## config.mk

```make
export PLATFORM = sky130hd
export DESIGN_NAME = spi_master_multi
export DESIGN_NICKNAME = d
export VERILOG_FILES = /design/src/rtl/spi_master_multi.sv
export SDC_FILE = /design/constraint.sdc
export NUM_CORES = 1
export LEC_CHECK = 0
export ABC_AREA = 1
export BUFFER_PORTS_ARGS = -buffer_cell sky130_fd_sc_hd__buf_2
export CORE_AREA = 2 2 97 118
export CTS_CLUSTER_SIZE = 30
export DETAILED_ROUTE_END_ITERATION = 6
export DIE_AREA = 0 0 99 120
export PLACE_DENSITY = 0.47
export SYNTH_ARGS = -nofsm -noshare
export SYNTH_HDL_FRONTEND = slang
export SYNTH_SLANG_ARGS = --single-unit
```

## constraint.sdc

```tcl
create_clock -name clk -period 3.1 [get_ports clk]
set_clock_uncertainty 0.15 [all_clocks]
set_input_delay 0.155 -clock clk [delete_from_list [all_inputs] [get_ports clk]]
set_output_delay 0.155 -clock clk [all_outputs]
set_load 0.02 [all_outputs]
```

## src/rtl/spi_master_multi.sv

```systemverilog
// Full-duplex SPI master: configurable frame width, NUM_CS chip selects, all four SPI modes.
// Optional SPI_LOOPBACK_EN adds a loopback input that samples mosi in place of the miso pin.
module spi_master_multi #(
    parameter int CLK_DIV = 100,
    parameter int DATA_W  = 16,
    parameter int NUM_CS  = 4,
    parameter int CS_W    = (NUM_CS > 1) ? $clog2(NUM_CS) : 1
) (
    input  logic              clk,
    input  logic              rst_n,
    input  logic              start,
    input  logic [CS_W-1:0]   cs_sel,
    input  logic [1:0]        mode,
    input  logic [DATA_W-1:0] din,
    output logic [DATA_W-1:0] dout,
    output logic              dout_valid,
    output logic              busy,
    output logic              sclk,
    output logic              mosi,
    input  logic              miso,
`ifdef SPI_LOOPBACK_EN
    input  logic              loopback,
`endif
    output logic [NUM_CS-1:0] cs_n
);

    localparam int HALF   = CLK_DIV / 2;
    localparam int DIV_W  = (HALF > 1) ? $clog2(HALF) : 1;
    localparam int EDGE_W = $clog2(2 * DATA_W + 1);

    localparam logic [2:0] S_IDLE  = 3'd0;
    localparam logic [2:0] S_SETUP = 3'd1;
    localparam logic [2:0] S_XFER  = 3'd2;
    localparam logic [2:0] S_HOLD  = 3'd3;
    localparam logic [2:0] S_GAP   = 3'd4;

    logic [2:0]        state_q, state_d;
    logic [DIV_W-1:0]  div_q, div_d;
    logic [EDGE_W-1:0] edge_q, edge_d;
    logic [CS_W-1:0]   cs_q, cs_d;
    logic [1:0]        mode_q, mode_d;
    logic [DATA_W-1:0] tx_q, tx_d;
    logic [DATA_W-1:0] rx_q, rx_d;
    logic [DATA_W-1:0] dout_q, dout_d;
    logic              dv_q, dv_d;
    logic              busy_q, busy_d;
    logic              sclk_q, sclk_d;
    logic              mosi_q, mosi_d;
    logic [NUM_CS-1:0] cs_n_q, cs_n_d;

    logic do_edge;
    logic leading;
    logic sample_now;
    logic div_wrap;
    logic cs_valid;
    logic rx_bit;

`ifdef SPI_LOOPBACK_EN
    assign rx_bit = loopback ? mosi_q : miso;
`else
    assign rx_bit = miso;
`endif

    assign div_wrap = (div_q == DIV_W'(HALF - 1));
    assign cs_valid = ({1'b0, cs_sel} < (CS_W + 1)'(NUM_CS));

    always_comb begin
        state_d    = state_q;
        div_d      = div_q;
        edge_d     = edge_q;
        cs_d       = cs_q;
        mode_d     = mode_q;
        tx_d       = tx_q;
        rx_d       = rx_q;
        dout_d     = dout_q;
        dv_d       = 1'b0;
        sclk_d     = sclk_q;
        mosi_d     = mosi_q;
        do_edge    = 1'b0;
        leading    = 1'b0;
        sample_now = 1'b0;

        case (state_q)
            S_IDLE: begin
                sclk_d = mode_q[1];
                if (start && cs_valid) begin
                    state_d = S_SETUP;
                    cs_d    = cs_sel;
                    mode_d  = mode;
                    tx_d    = din;
                    div_d   = '0;
                    edge_d  = '0;
                    sclk_d  = mode[1];
                    if (!mode[0]) begin
                        mosi_d = din[DATA_W-1];
                    end
                end
            end
            S_SETUP: begin
                div_d = div_wrap ? '0 : div_q + DIV_W'(1);
                if (div_wrap) begin
                    state_d = S_XFER;
                    do_edge = 1'b1;
                end
            end
            S_XFER: begin
                div_d = div_wrap ? '0 : div_q + DIV_W'(1);
                if (div_wrap) begin
                    if (edge_q == EDGE_W'(2 * DATA_W)) begin
                        state_d = S_HOLD;
                    end else begin
                        do_edge = 1'b1;
                    end
                end
            end
            S_HOLD: begin
                div_d = div_wrap ? '0 : div_q + DIV_W'(1);
                if (div_wrap) begin
                    state_d = S_GAP;
                    dout_d  = rx_q;
                    dv_d    = 1'b1;
                end
            end
            S_GAP: begin
                div_d = div_wrap ? '0 : div_q + DIV_W'(1);
                if (div_wrap) begin
                    state_d = S_IDLE;
                end
            end
            default: state_d = S_IDLE;
        endcase

        // Even edge indices are leading edges; CPHA picks which kind samples and which drives.
        if (do_edge) begin
            edge_d     = edge_q + EDGE_W'(1);
            sclk_d     = ~sclk_q;
            leading    = ~edge_q[0];
            sample_now = leading ^ mode_q[0];
            if (sample_now) begin
                rx_d = {rx_q[DATA_W-2:0], rx_bit};
            end else if (mode_q[0]) begin
                mosi_d = tx_q[DATA_W-1];
                tx_d   = {tx_q[DATA_W-2:0], 1'b0};
            end else if (edge_q != EDGE_W'(2 * DATA_W - 1)) begin
                mosi_d = tx_q[DATA_W-2];
                tx_d   = {tx_q[DATA_W-2:0], 1'b0};
            end
        end

        busy_d = (state_d != S_IDLE);
        if ((state_d == S_SETUP) || (state_d == S_XFER) || (state_d == S_HOLD)) begin
            cs_n_d = ~(NUM_CS'(1) << cs_d);
        end else begin
            cs_n_d = '1;
        end
    end

    always_ff @(posedge clk) begin
        if (!rst_n) begin
            state_q <= S_IDLE;
            div_q   <= '0;
            edge_q  <= '0;
            cs_q    <= '0;
            mode_q  <= 2'b00;
            dout_q  <= '0;
            dv_q    <= 1'b0;
            busy_q  <= 1'b0;
            sclk_q  <= 1'b0;
            mosi_q  <= 1'b0;
            cs_n_q  <= '1;
        end else begin
            state_q <= state_d;
            div_q   <= div_d;
            edge_q  <= edge_d;
            cs_q    <= cs_d;
            mode_q  <= mode_d;
            dout_q  <= dout_d;
            dv_q    <= dv_d;
            busy_q  <= busy_d;
            sclk_q  <= sclk_d;
            mosi_q  <= mosi_d;
            cs_n_q  <= cs_n_d;
        end
    end

    // Shift registers are pure datapath and are always reloaded before use.
    always_ff @(posedge clk) begin
        tx_q <= tx_d;
        rx_q <= rx_d;
    end

    assign dout       = dout_q;
    assign dout_valid = dv_q;
    assign busy       = busy_q;
    assign sclk       = sclk_q;
    assign mosi       = mosi_q;
    assign cs_n       = cs_n_q;

endmodule

```

==> impl_metrics.yaml <==
outcome:
  status: "complete, no violations"
cells_and_area:
  antenna-diode-count: 0
  fin_nets: 477
  syn_to_final_growth_pct: 25.04
  final_util: 0.3666
  drive_gt1_frac: 0.2004
place:
  io_buffers: 47
  finalWeightedCongestion: 0.8188
  hpwl_mm: 4.674
timing:
  slew_violations: 0
  finalSetupViolCount: 0
  setup_tns_ns: 0
  rsz0062_at_grt: "no"
  fin_crit_sh: 0.7427
  period_minus_slack_ns: 2.302
  timing.hold.ws_ns: 0.009782
  hold_viol_final: 0
  fmax_mhz: 434.3
  tightest_slew_ns: 0.5309
  max-slew-margin-rel: 0.6439
logic_synthesis:
  ys_warn_count: 0
  syn_nets: 413
  synth_area_mm2: 0.003158
  yosysSeqAreaShare: 0.5261
  syn_inst: 385
  avgSynthCellArea_um2: 8.203
  ys_types: 30
  ys_ff_latch: 75
setup_path:
  r2r_cells: 9
  cp.arrival_ns: 2.43
  cp.buffers_inverters: 2
  worstSetupEndpointType: "register"
  path_delay_family: "simple AND/OR/NAND/NOR gates"
  r2r-end: "busy$_SDFF_PN0_"
  setup.worst_path.class: "register to register"
  critPathLaunchType: "register"
  path_cells: "ha_1, nand2_1, inv_1, nand2_2, nor2_4, clkinv_1, o31ai_1, nand2_1, nand2_1"
  rr_startpoint: "div_q[0]$_SDFFE_PN0P_"
  crit_fanout: 18
  reg2reg_slack_ns: 0.80
  crit_slowest_cell: "clkinv_1"
  crit_top_cell: "nand2_1"
  slowest_delay_ns: 0.54
  required_ns: 3.22
clock_network:
  path_clk_slew_ns: 0.06
  cts_buffers: 9
  clk_latency_ns: 0.33
  max-clock-path-buffers: 2
  clock-sinks: 75
  cts_tree: "built"
  cts.repair.resized: 0
  cts_max_level: 3
  cts-root-buf: "clkbuf_16"
drt:
  drtIter0Drc: 88
  wl_per_cell_um: 11.80
  drc_errors: 0
  ant_nets: 0
  drt-pass1-iter-count: 4
  vias_per_cell: 4.539
  routed_wl_mm: 6.916
  dr_total_vias: 2660
floorplanning:
  start_util: 0.2931
  die_h_um: 120
  die_w_um: 99
  fp.dieArea_mm2: 0.01188
  rows: 42
  core_area_mm2: 0.01077
  ios: 48
min_path:
  hold_end: "tx_q[1]$_DFF_P_"
  hold_path_depth: 5
  min_from: "din[1]"
  hold_class: "input pin to register"
power:
  peakVddDrop_v: 0.0002661
  switchingPower_uw: 519.7
  seqPwrFrac: 0.467
  p_leak_nw: 1.756
  sw_frac_of_total: 0.2301
  p_int_mw: 1.739
  clockPowerShare: 0.447
  power_frac_comb: 0.087
  p_per_area_mw_per_mm2: 571.9
global_routing:
  grt_pass1_wl_mm: 11.82
  grt_util_all_layers: 0.1252
  grt_max_degree: 32
  grt_pass1_vias: 2456
  grt_overflow: 0
  antenna_found_initial: 0
flow_run:
  cap_violations: 0
## power by group through the flow
stage	Combinational, mW	Clock, mW	Sequential, mW
final	0.195	1.01	1.05
after global routing	0.226	1.09	1.06
after CTS	0.198	1.05	1.05
after detailed placement	0.183	0	1.07
after global placement	0.181	0	1.07
after floorplan	0.127	0	1.08
## worst max path at each step
stage	startpoint	end	slack (ns)	depth (start not counted)
after global routing	div_q[0]$_SDFFE_PN0P_	busy$_SDFF_PN0_	0.48	9
final	div_q[0]$_SDFFE_PN0P_	busy$_SDFF_PN0_	0.80	9
after detailed placement	div_q[0]$_SDFFE_PN0P_	busy$_SDFF_PN0_	0.79	9
after floorplan	div_q[0]$_SDFFE_PN0P_	rx_q[0]$_DFFE_PP_	0.76	7
after CTS	div_q[0]$_SDFFE_PN0P_	busy$_SDFF_PN0_	0.75	9
after global placement	div_q[0]$_SDFFE_PN0P_	busy$_SDFF_PN0_	0.75	9
## per-layer routing
| layer | GRT usage | vias to the layer above | routed length (um) |
|---|---|---|---|
| met2 | 0.1930 | 48 | 3286 |
| met5 | 0 | - | 0 |
| li1 | - | 1378 | - |
| met4 | 0.07534 | 0 | 197 |
| met1 | 0.1623 | 1220 | 3188 |
| met3 | 0.02271 | 14 | 244 |
## cell type report
type                    count  area, um2
inverters                  44      165.2
repair buffers             66      415.4
well taps                 132      165.2
fillers                  1105       6824
flip-flops and latches     75       1662
multi-input cells         253       1254
clock buffers              12      236.5
clock inverters             4      51.30
## cell usage in the layout (no fill, tap or decap)
master         Yosys  layout
nor2_1            57      57
clkinvlp_4         0       1
dlygate4sd3_1      0      15
o31ai_1            1       1
nor3_1             3       3
nor2_4             1       1
edfxtp_1          16      16
buf_4              0       4
nand3_1           22      22
buf_2              5      47
nand2_2            2       2
nor3_4             1       1
a211oi_1           1       1
a21oi_1           14      14
o21ai_2           15      15
bufinv_16          0       1
clkbuf_1           4       3
dfxtp_1           59      59
xor2_1             1       1
and3_1             1       1
o21ai_0           41      41
nor3_2             1       1
ha_1               4       4
nand3_4            1       1
clkinv_4           0       1
inv_1             40      40
clkinv_2           0       1
nand2_1           78      78
clkbuf_16          0       9
inv_2              3       3
or2_2              1       1
nand3_2            2       2
clkinv_1           1       1
nand4_1            3       3
nand3b_1           3       3
## state kept, by name (all words and copies together), names as in the netlist
register	count
mode_q	2
edge_q	6
mosi	1
cs_q	2
dout_valid	1
busy	1
sclk	1
state_q	3
div_q	6
dout	16
tx_q	16
rx_q	16
cs_n	4
## metrics by stage
stage	instances	instance area (um2)	worst slack [ns]	total power, mW
after floorplan	385	3158	0.7583	1.205
after global placement	555	3511	0.7523	1.255
after detailed placement	555	3511	0.7901	1.258
after CTS	586	3949	0.7507	2.299
after global routing	586	3949	0.4787	2.375
final	586	3949	0.7976	2.258
## cells by family after synthesis
kind of cell | synth area share
compound gates | 0.1335
xor+xnor | 0.002774
fa+ha+maj | 0.01585
buf+inv | 0.07685
flops | 0.5261
simple gates | 0.2449
## worst reg2reg max path, cell delays in order, from the launching register on
cell	delay, ns
dfxtp_1	0.40
ha_1	0.17
nand2_1	0.05
inv_1	0.07
nand2_2	0.12
nor2_4	0.34
clkinv_1	0.55
o31ai_1	0.21
nand2_1	0.10
nand2_1	0.09
## cell usage after synthesis (all sizes together)
cell | n | area share
o21ai | 56 | 0.11
edfxtp | 16 | 0.15
ha | 4 | 0.016
dfxtp | 59 | 0.37
nor3 | 5 | 0.013
buf | 9 | 0.020
and3 | 1 | 0.0020
nand2 | 80 | 0.097
inv | 43 | 0.051
nand3b | 3 | 0.0071
a21oi | 14 | 0.022
a211oi | 1 | 0.0024
nand3 | 25 | 0.047
or2 | 1 | 0.0020
o31ai | 1 | 0.0024
nand4 | 3 | 0.0059
clkbuf | 4 | 0.0048
nor2 | 58 | 0.071
xor2 | 1 | 0.0028
clkinv | 1 | 0.0012
## repair_timing
item,in CTS,in global routing
endpoints found under the setup margin,0,0
buffers inserted,0,0
hold buffers,15,0
endpoints found under the hold margin,15,0
No activity file was read; power rests on OpenSTA's default activity.
